--- config.mk ---
export PLATFORM = sky130hd
export DESIGN_NAME = micro_sequencer
export DESIGN_NICKNAME = d
export VERILOG_FILES = /design/src/rtl/micro_seq_pkg.sv /design/src/rtl/micro_stack.sv /design/src/rtl/micro_sequencer.sv
export SDC_FILE = /design/constraint.sdc
export NUM_CORES = 1
export LEC_CHECK = 0
export BUFFER_PORTS_ARGS = -buffer_cell sky130_fd_sc_hd__buf_2
export CORE_ASPECT_RATIO = 1.75
export CORE_UTILIZATION = 37
export DETAILED_ROUTE_END_ITERATION = 10
export HOLD_SLACK_MARGIN = 0.15
export PLACE_DENSITY = 0.56
export SLEW_MARGIN = 20
export SYNTH_ARGS = -nofsm -noshare
export SYNTH_HDL_FRONTEND = slang
export SYNTH_SLANG_ARGS = --single-unit
--- constraint.sdc ---
create_clock -name clk -period 9.45 [get_ports clk]
set_clock_uncertainty 0.05 [all_clocks]
set_input_delay 1.89 -clock clk [delete_from_list [all_inputs] [get_ports clk]]
set_output_delay 1.89 -clock clk [all_outputs]
set_load 0.005 [all_outputs]
--- src/rtl/micro_seq_pkg.sv ---
// Shared encodings for the microprogram sequencer: opcodes, stack ops, Y sources, R ops.
// Pure constants; no logic, no latency.
// Imported by micro_stack and micro_sequencer.
package micro_seq_pkg;

  localparam logic [3:0] OP_JZ   = 4'h0;
  localparam logic [3:0] OP_CJS  = 4'h1;
  localparam logic [3:0] OP_JMAP = 4'h2;
  localparam logic [3:0] OP_CJP  = 4'h3;
  localparam logic [3:0] OP_PUSH = 4'h4;
  localparam logic [3:0] OP_JSRP = 4'h5;
  localparam logic [3:0] OP_CJV  = 4'h6;
  localparam logic [3:0] OP_JRP  = 4'h7;
  localparam logic [3:0] OP_RFCT = 4'h8;
  localparam logic [3:0] OP_RPCT = 4'h9;
  localparam logic [3:0] OP_CRTN = 4'hA;
  localparam logic [3:0] OP_CJPP = 4'hB;
  localparam logic [3:0] OP_LDCT = 4'hC;
  localparam logic [3:0] OP_LOOP = 4'hD;
  localparam logic [3:0] OP_CONT = 4'hE;
  localparam logic [3:0] OP_TWB  = 4'hF;

  localparam logic [1:0] STK_HOLD  = 2'd0;
  localparam logic [1:0] STK_PUSH  = 2'd1;
  localparam logic [1:0] STK_POP   = 2'd2;
  localparam logic [1:0] STK_CLEAR = 2'd3;

  localparam logic [1:0] Y_UPC = 2'd0;
  localparam logic [1:0] Y_D   = 2'd1;
  localparam logic [1:0] Y_R   = 2'd2;
  localparam logic [1:0] Y_F   = 2'd3;

  localparam logic [1:0] R_HOLD = 2'd0;
  localparam logic [1:0] R_LOAD = 2'd1;
  localparam logic [1:0] R_DEC  = 2'd2;

endpackage

--- src/rtl/micro_stack.sv ---
// LIFO return-address stack with clear, saturating push (overwrites top) and guarded pop.
// Top-of-stack is combinational; updates land one cycle after the op.
// No backpressure: en=0 freezes contents, error events only pulse while en=1.
module micro_stack
  import micro_seq_pkg::*;
#(
  parameter int ADDR_W      = 12,
  parameter int STACK_DEPTH = 5
) (
  input  logic              clk,
  input  logic              rst_n,
  input  logic              en,
  input  logic [1:0]        op,
  input  logic [ADDR_W-1:0] din,
  output logic [ADDR_W-1:0] top,
  output logic              full,
  output logic              ovf_evt,
  output logic              udf_evt
);

  localparam int PTR_W = $clog2(STACK_DEPTH + 1);
  localparam int IDX_W = $clog2(STACK_DEPTH);

  logic [PTR_W-1:0]  cnt;
  logic [ADDR_W-1:0] mem [STACK_DEPTH];
  logic              empty;
  logic [IDX_W-1:0]  top_idx;
  logic [IDX_W-1:0]  wr_idx;

  assign empty   = (cnt == '0);
  assign full    = (cnt == PTR_W'(STACK_DEPTH));
  assign top_idx = IDX_W'(cnt - PTR_W'(1));
  // A push while full lands on the current top entry rather than growing.
  assign wr_idx  = full ? IDX_W'(STACK_DEPTH - 1) : IDX_W'(cnt);
  assign top     = empty ? '0 : mem[top_idx];

  assign ovf_evt = en && (op == STK_PUSH) && full;
  assign udf_evt = en && (op == STK_POP) && empty;

  always_ff @(posedge clk or negedge rst_n) begin
    if (!rst_n) begin
      cnt <= '0;
      for (int k = 0; k < STACK_DEPTH; k++) begin
        mem[k] <= '0;
      end
    end else if (en) begin
      case (op)
        STK_CLEAR: cnt <= '0;
        STK_PUSH: begin
          mem[wr_idx] <= din;
          if (!full) cnt <= cnt + PTR_W'(1);
        end
        STK_POP: begin
          if (!empty) cnt <= cnt - PTR_W'(1);
        end
        default: ;
      endcase
    end
  end

endmodule

--- src/rtl/micro_sequencer.sv ---
// Am2910-class next-address sequencer: opcode decode, Y mux, uPC, loop counter R, stack.
// Zero-cycle decode to y/enables; uPC, R, stack and flags update on the next rising edge.
// No backpressure: hold=1 freezes all state while y keeps tracking the inputs.
module micro_sequencer
  import micro_seq_pkg::*;
#(
  parameter int ADDR_W      = 12,
  parameter int CNT_W       = 12,
  parameter int STACK_DEPTH = 5
) (
  input  logic              clk,
  input  logic              rst_n,
  input  logic [3:0]        i,
  input  logic [ADDR_W-1:0] d,
  input  logic              cc_n,
  input  logic              ccen_n,
  input  logic              ci,
  input  logic              rld_n,
  input  logic              hold,
  input  logic              clr_err,
  output logic [ADDR_W-1:0] y,
  output logic              pl_n,
  output logic              map_n,
  output logic              vect_n,
  output logic              full_n,
  output logic              ovf,
  output logic              udf
);

  logic [ADDR_W-1:0] upc;
  logic [CNT_W-1:0]  r;
  logic [ADDR_W-1:0] stk_top;
  logic              stk_full;
  logic              ovf_evt;
  logic              udf_evt;

  logic              pass;
  logic              rz;
  logic [1:0]        y_src;
  logic              y_zero;
  logic [1:0]        stk_op;
  logic [1:0]        r_op;

  assign pass = ccen_n | ~cc_n;
  assign rz   = (r == '0);

  always_comb begin
    y_src  = Y_UPC;
    y_zero = 1'b0;
    stk_op = STK_HOLD;
    r_op   = R_HOLD;
    pl_n   = 1'b0;
    map_n  = 1'b1;
    vect_n = 1'b1;
    case (i)
      OP_JZ: begin
        y_zero = 1'b1;
        stk_op = STK_CLEAR;
      end
      OP_CJS: begin
        if (pass) begin
          y_src  = Y_D;
          stk_op = STK_PUSH;
        end
      end
      OP_JMAP: begin
        y_src = Y_D;
        pl_n  = 1'b1;
        map_n = 1'b0;
      end
      OP_CJP: begin
        if (pass) y_src = Y_D;
      end
      OP_PUSH: begin
        stk_op = STK_PUSH;
        if (pass) r_op = R_LOAD;
      end
      OP_JSRP: begin
        stk_op = STK_PUSH;
        y_src  = pass ? Y_D : Y_R;
      end
      OP_CJV: begin
        pl_n   = 1'b1;
        vect_n = 1'b0;
        if (pass) y_src = Y_D;
      end
      OP_JRP: begin
        y_src = pass ? Y_D : Y_R;
      end
      OP_RFCT: begin
        if (!rz) begin
          y_src = Y_F;
          r_op  = R_DEC;
        end else begin
          stk_op = STK_POP;
        end
      end
      OP_RPCT: begin
        if (!rz) begin
          y_src = Y_D;
          r_op  = R_DEC;
        end
      end
      OP_CRTN: begin
        if (pass) begin
          y_src  = Y_F;
          stk_op = STK_POP;
        end
      end
      OP_CJPP: begin
        if (pass) begin
          y_src  = Y_D;
          stk_op = STK_POP;
        end
      end
      OP_LDCT: begin
        r_op = R_LOAD;
      end
      OP_LOOP: begin
        if (pass) stk_op = STK_POP;
        else      y_src  = Y_F;
      end
      OP_CONT: ;
      OP_TWB: begin
        if (pass) begin
          stk_op = STK_POP;
        end else if (!rz) begin
          y_src = Y_F;
          r_op  = R_DEC;
        end else begin
          y_src  = Y_D;
          stk_op = STK_POP;
        end
      end
      default: ;
    endcase
  end

  always_comb begin
    y = upc;
    if (y_zero) begin
      y = '0;
    end else begin
      case (y_src)
        Y_D:     y = d;
        Y_R:     y = ADDR_W'(r);
        Y_F:     y = stk_top;
        default: y = upc;
      endcase
    end
  end

  micro_stack #(
    .ADDR_W      (ADDR_W),
    .STACK_DEPTH (STACK_DEPTH)
  ) u_stack (
    .clk     (clk),
    .rst_n   (rst_n),
    .en      (~hold),
    .op      (stk_op),
    .din     (upc),
    .top     (stk_top),
    .full    (stk_full),
    .ovf_evt (ovf_evt),
    .udf_evt (udf_evt)
  );

  assign full_n = ~stk_full;

  always_ff @(posedge clk or negedge rst_n) begin
    if (!rst_n) begin
      upc <= '0;
      r   <= '0;
      ovf <= 1'b0;
      udf <= 1'b0;
    end else if (!hold) begin
      upc <= y + ADDR_W'(ci);
      // External rld_n load wins over anything the opcode asks of R.
      if (!rld_n) begin
        r <= d[CNT_W-1:0];
      end else begin
        case (r_op)
          R_LOAD:  r <= d[CNT_W-1:0];
          R_DEC:   r <= r - CNT_W'(1);
          default: ;
        endcase
      end
      if (ovf_evt)      ovf <= 1'b1;
      else if (clr_err) ovf <= 1'b0;
      if (udf_evt)      udf <= 1'b1;
      else if (clr_err) udf <= 1'b0;
    end
  end

endmodule
==> results.ini, run 1 <==
[cts]
cts_tree=yes
cts.path.max_buffers=2
cts_resized=0
ctsRootBufferMaster=clkbuf_16
ctsHoldBuffers=0
clk_pin_slew_worst_paths_ns=0.07
cts_buffers=9
insertion_delay_ns=0.34
clock_sinks=89
cts_setup_buffers=0
htreeDepth=3

[yosys]
synth.distinct_cells=70
async_reset_ff_share_pct=100.0
yosysWarnings=0
syn_avg_cell_area_um2=10.79
syn-cell-area_um2=5223
synth_edf_count=0
synth_ff_type=dfrtp_1
synth_nets=518
synth.area.top_cells=dfrtp_1 43%, mux2_2 14%, mux4_2 5.2%
synthCells=484
synth_top_area_share_pct=42.64
synth_largest_area_cell=dfrtp_1
ys_seq_elements=89
yosysSeqAreaShare_pct=42.64

[outcome]
violations=design-rule violations
status=finished with violations

[route]
drtIter0Drc=164
drt_first_pass_iters=8
routedWlPerCell_um=19.64
num_vias=3987
via_per_inst=5.704
finalWirelength_mm=13.73
drc_errors=2
drtAntennaViolNets=0

[layout]
final_nets=551
drive_gt1_share_pct=31.61
stdcell_count=699
layout_commonest_cell=dfrtp_1
num_antenna_cells=0
finish.instance_area_um2=5901
syn2layout_area_growth_pct=12.99
final_cell_mix=89 x dfrtp_1, 63 x mux2_2, 40 x nand2_1, 40 x buf_2, 35 x o21ai_0

[timing]
finalHoldViolations=0
period_needed_ns=5.974
fin_ws_ns=3.476
setup_viol=0
period_share_pct=63.22
fmax_ghz=0.1674
worst_pin_slew_ns=1.003
setup_tns_ns=0
slew_headroom_pct=32.83
drv_slew=0
rsz0062_at_grt=no

[global_route]
antenna_found_initial=0
grt_pass1_vias=4113
overflow=0
grt_use_total_pct=19.39
grt_pass1_wl_mm=21.80
grt_max_degree=53

[power]
power.density_nw_per_um2=200.3
pwr-share-comb_pct=24.1
intPower_mw=0.7942
switchingPower_mw=0.3877
clkPwrFrac_pct=30.1
max-vdd-ir-drop_mv=0.08406
power.sequential.fraction_pct=45.9
p_leak_nw=2.680
switching_share_pct=32.80

[floorplanning]
num_rows=57
dieArea_um2=14610
start_util_pct=37.75
core-area_um2=13840
die_h_um=159.2
die_w_um=91.81
pin_count=42

[placement]
numPlacedInstances=683
dpl_cell_area_um2=5602
gp_congestion=0.8281
dp_hpwl_mm=10.39
place_ws_ns=3.485
io_buffers=41

[min_path]
hold_path_class=flip-flop to flip-flop

[setup_path]
critPathCaptureType=output port
crit_required_ns=7.51
r2r_start=u_stack.cnt[0]
worstSetupStartpointType=input port
path_max_fanout=8
cp-endpoint=y[8]
worstPathArrival_ns=4.03
cp-startpoint=cc_n
rrSetupSlack_ns=4.67
rr_worst_depth=16
crit_type=input port to output port
regToRegEndpoint=upc[10]

[job]
cap_viol_max_count=0

cells by family (layout without fill, tap and decap cells):
| logic type | count (synthesis) | after routing | share of synthesized area, % |
|---|---|---|---|
| simple gates | 135 | 135 | 13.85 |
| compound gates | 115 | 115 | 15.36 |
| mux | 89 | 89 | 21.75 |
| flops | 89 | 89 | 42.65 |
| buf+inv | 41 | 79 | 3.162 |
| fa+ha+maj | 10 | 10 | 2.396 |
| xor+xnor | 5 | 5 | 0.8385 |
cells in the mapped netlist, drive strengths merged (2+ instances only):
cell / count
o22ai: 3
a311oi: 3
nand3: 9
a211o: 3
nand4: 4
clkbuf: 15
o211ai: 3
or2: 6
mux2i: 13
a41o: 2
a41oi: 2
dfrtp: 89
or3: 6
o21ai: 38
a31oi: 3
nand2b: 7
mux4: 13
buf: 8
o22a: 5
a22oi: 4
nor3b: 3
o2111ai: 3
nand2: 42
a22o: 6
nor2b: 2
nor3: 10
a21o: 6
a221oi: 3
inv: 17
ha: 10
mux2: 63
nor4: 6
xnor2: 5
nor2: 32
o21a: 2
a21oi: 18
and3: 3
a211oi: 3
per-layer routing:
metal | vias to the layer above | global-route usage [%] | part of all wire (%)
met2 | 83 | 37.12 | 57
li1 | 1868 | - | -
met4 | 0 | 8.807 | 3.6
met1 | 2013 | 20.64 | 37
met5 | - | 0 | 0
met3 | 23 | 2.483 | 2.6
final cells by class:
cell class              instances  area, µm²
clock buffers                   9      225.2
fillers                      1332       7935
multi-input cells             354       2848
repair buffers                 45      237.7
flip-flops and latches         89       2227
well taps                     177      221.5
inverters                      18      67.56
clock inverters                 7      73.82
power by group through the flow:
stage          Combinational (mW)  Sequential (mW)  Clock, mW
5_1_grt                     0.311            0.555      0.381
2_1_floorplan               0.212            0.519          0
3_5_place_dp                0.286            0.548          0
3_3_place_gp                0.279            0.540          0
6_report                    0.284            0.542      0.356
4_1_cts                     0.288            0.540      0.365
stage by stage:
stage | hold slack, ns | total power [mW] | utilization [%]
4_1_cts | 0.4507 | 1.193 | 42.65
2_1_floorplan | 0.4126 | 0.7311 | -
3_3_place_gp | 0.4087 | 0.8188 | 40.49
6_report | 0.4399 | 1.182 | 42.65
5_1_grt | 0.4726 | 1.247 | 42.65
3_5_place_dp | 0.4342 | 0.8343 | 40.49
critical path, stage by stage:
cell and delay, ns:
buf_2 0.09, nor2b_1 0.28, o21ai_0 0.16, a211o_1 0.39, nor2_4 0.28, mux2_2 0.37, a21oi_1 0.33, nor2_1 0.09
buf_2 0.15
how the worst min path moves through the flow:
stage / from / end / depth (start not counted) / slack, ns
final: udf / udf / 2 / 0.44
after global routing: u_stack.mem[56] / u_stack.mem[56] / 1 / 0.47
after global placement: ovf / ovf / 2 / 0.41
after floorplan: r[8] / r[8] / 2 / 0.41
after detailed placement: udf / udf / 2 / 0.43
after CTS: udf / udf / 2 / 0.45
state kept, by name, summed over array words and instances, names as in the netlist:
signal       flops
u_stack.mem     60
upc             12
ovf              1
r               12
u_stack.cnt      3
udf              1
(Power assumes the default switching activity.)
==> inputs of run 2 (changes only) <==
Settings changed: PLACE_DENSITY 0.56 to 0.58.
Clock period 9.45 ns to 5.2 ns, I/O delays scaled along.
==> results.ini, run 2 (same netlist as run 1, synthesis figures left out) <==
[power]
p_leak_nw=2.690  ; was 2.680 nW
switching_share_pct=32.86  ; was 32.80%
pwr-share-comb_pct=24.3  ; was 24.1%
switchingPower_mw=0.7075  ; was 0.3877 mW
intPower_mw=1.445  ; was 0.7942 mW
power.sequential.fraction_pct=45.6  ; was 45.9%
max-vdd-ir-drop_mv=0.1346  ; was 0.08406 mV
clkPwrFrac_pct=30.1  ; about the same
power.density_nw_per_um2=363.9  ; was 200.3 nW/µm²

[cts]
htreeDepth=3  ; unchanged
clk_pin_slew_worst_paths_ns=0.07  ; about the same
cts.path.max_buffers=2  ; unchanged
clock_sinks=89  ; unchanged
cts_tree=yes  ; unchanged
insertion_delay_ns=0.34  ; about the same
cts_buffers=9  ; unchanged
cts_resized=0  ; unchanged
cts_setup_buffers=0  ; unchanged
ctsRootBufferMaster=clkbuf_16  ; unchanged
ctsHoldBuffers=0  ; unchanged

[route]
top_layer=met4  ; unchanged
wl_met1_mm=5.066  ; was 5.056 mm
drtAntennaViolNets=0  ; unchanged
drc_errors=0  ; was 2
wl_met3_um=356  ; was 359 µm
wl_met2_mm=7.583  ; was 7.814 mm
num_vias=4013  ; was 3,987
routedWlPerCell_um=19.91  ; was 19.64 µm
finalWirelength_mm=13.95  ; was 13.73 mm
drtIter0Drc=212  ; was 164
via_per_inst=5.725  ; was 5.704
drt_first_pass_iters=4  ; was 8

[setup_path]
worstSetupStartpointType=input port  ; unchanged
crit_required_ns=5.36  ; was 7.51 ns
path_max_fanout=10  ; was 8
crit_type=input port to flip-flop  ; was input port to output port
critPathCaptureType=flip-flop  ; was output port
worstPathArrival_ns=4.69  ; was 4.03 ns

[outcome]
status=complete, no violations  ; was finished with violations

[layout]
stdcell_count=701  ; was 699
finish.instance_area_um2=5916  ; was 5901 µm²
drive_gt1_share_pct=31.87  ; was 31.61%
syn2layout_area_growth_pct=13.27  ; was 12.99%
final_nets=553  ; was 551
layout_commonest_cell=dfrtp_1  ; unchanged
regMostFlops=u_stack.mem  ; unchanged
largest_reg_flops=60  ; unchanged
final_cell_mix=89 x dfrtp_1, 63 x mux2_2, 40 x nand2_1, 40 x buf_2, 35 x o21ai_0  ; unchanged
num_antenna_cells=0  ; unchanged
top_regs=u_stack.mem x60, r x12, upc x12  ; unchanged

[floorplanning]
core-area_um2=13840  ; unchanged
die_w_um=91.81  ; unchanged
num_rows=57  ; unchanged
dieArea_um2=14610  ; unchanged
pin_count=42  ; unchanged
die_h_um=159.2  ; unchanged
start_util_pct=37.75  ; unchanged

[placement]
gp_congestion=0.8640  ; was 0.8281
dp_hpwl_mm=10.56  ; was 10.39 mm
numPlacedInstances=685  ; was 683
io_buffers=41  ; unchanged
dpl_cell_area_um2=5617  ; was 5602 µm²
place_ws_ns=0.3567  ; was 3.485 ns

[timing]
fin_ws_ns=0.6692  ; was 3.476 ns
period_share_pct=87.13
slew_headroom_pct=31.61  ; was 32.83%
worst_pin_slew_ns=1.021  ; was 1.003 ns
setup_viol=0  ; unchanged
rsz0062_at_grt=no  ; unchanged
setup_tns_ns=0  ; unchanged
finalHoldViolations=0  ; unchanged
fmax_ghz=0.2207
drv_slew=0  ; unchanged
period_needed_ns=4.531

[global_route]
grt_use_total_pct=20.13  ; was 19.39%
grt_pass1_wl_mm=22.65  ; was 21.80 mm
antenna_found_initial=0  ; unchanged
grt_pass1_vias=4265  ; was 4,113
overflow=0  ; unchanged
grt_max_degree=74  ; was 53

[job]
cap_viol_max_count=0  ; unchanged

[min_path]
hold_path_class=flip-flop to flip-flop  ; unchanged

[run 2: cell types whose count changed in the layout (fill, tap and decap cells not counted)]
cell / previous run / this run
buf_4: 5 / 7
[run 2: worst paths after layout]
check                      startpoint         endpoint  slack (ns)  depth (start not counted)
setup / recovery                 cc_n          upc[10]        0.67                         15
hold / removal                    ovf              ovf        0.43                          2
setup reg to reg                 r[0]          upc[10]        0.76                         16
hold reg to reg                   ovf              ovf        0.43                          2
max in group asynchronous       rst_n  u_stack.mem[13]        3.40                          2
min in group asynchronous       rst_n             r[3]        0.51                          1
[run 2: cell type report]
cell class,instances,area [µm²]
clock inverter,7,73.82
multi-input combinational,354,2848
clock buffer,9,225.2
fill,1334,7920
sequential,89,2227
tap,177,221.5
inverter,18,67.56
timing repair buffer,47,252.7
[run 2: critical path: stages]
cell and delay [ns]:
buf_2 0.10, nor2b_1 0.31, o21ai_0 0.17, a211oi_1 0.53, nand2_4 0.20, o311ai_0 0.18
o211ai_1 0.16, a21oi_1 0.30, ha_1 0.23, ha_1 0.20, nand2_1 0.06, a21oi_1 0.39
nor4b_4 0.47, a41o_1 0.24, a31oi_1 0.09
[run 2: power by group through the flow]
stage	Combinational, mW	Sequential, mW	Clock, mW
floorplan	0.385	0.944	0
global placement	0.514	0.980	0
detailed placement	0.525	0.994	0
CTS	0.527	0.980	0.662
global route	0.571	1.01	0.689
finish	0.522	0.982	0.649
[run 2: stage by stage]
stage          hold WS, ns  power (mW)  util (%)
6_report            0.4347       2.153     42.76
5_1_grt             0.4631       2.270     42.76
4_1_cts             0.4427       2.169     42.76
3_5_place_dp        0.4260       1.519     40.60
3_3_place_gp        0.4174       1.494     40.60
2_1_floorplan       0.4126       1.329         -
[run 2: per-layer routing]
metal  GRT usage (%)  vias to the layer above
li1                -                     1874
met1           20.31                     1994
met2           37.87                      104
met3           2.197                       41
met4           13.64                        0
met5               0                        -
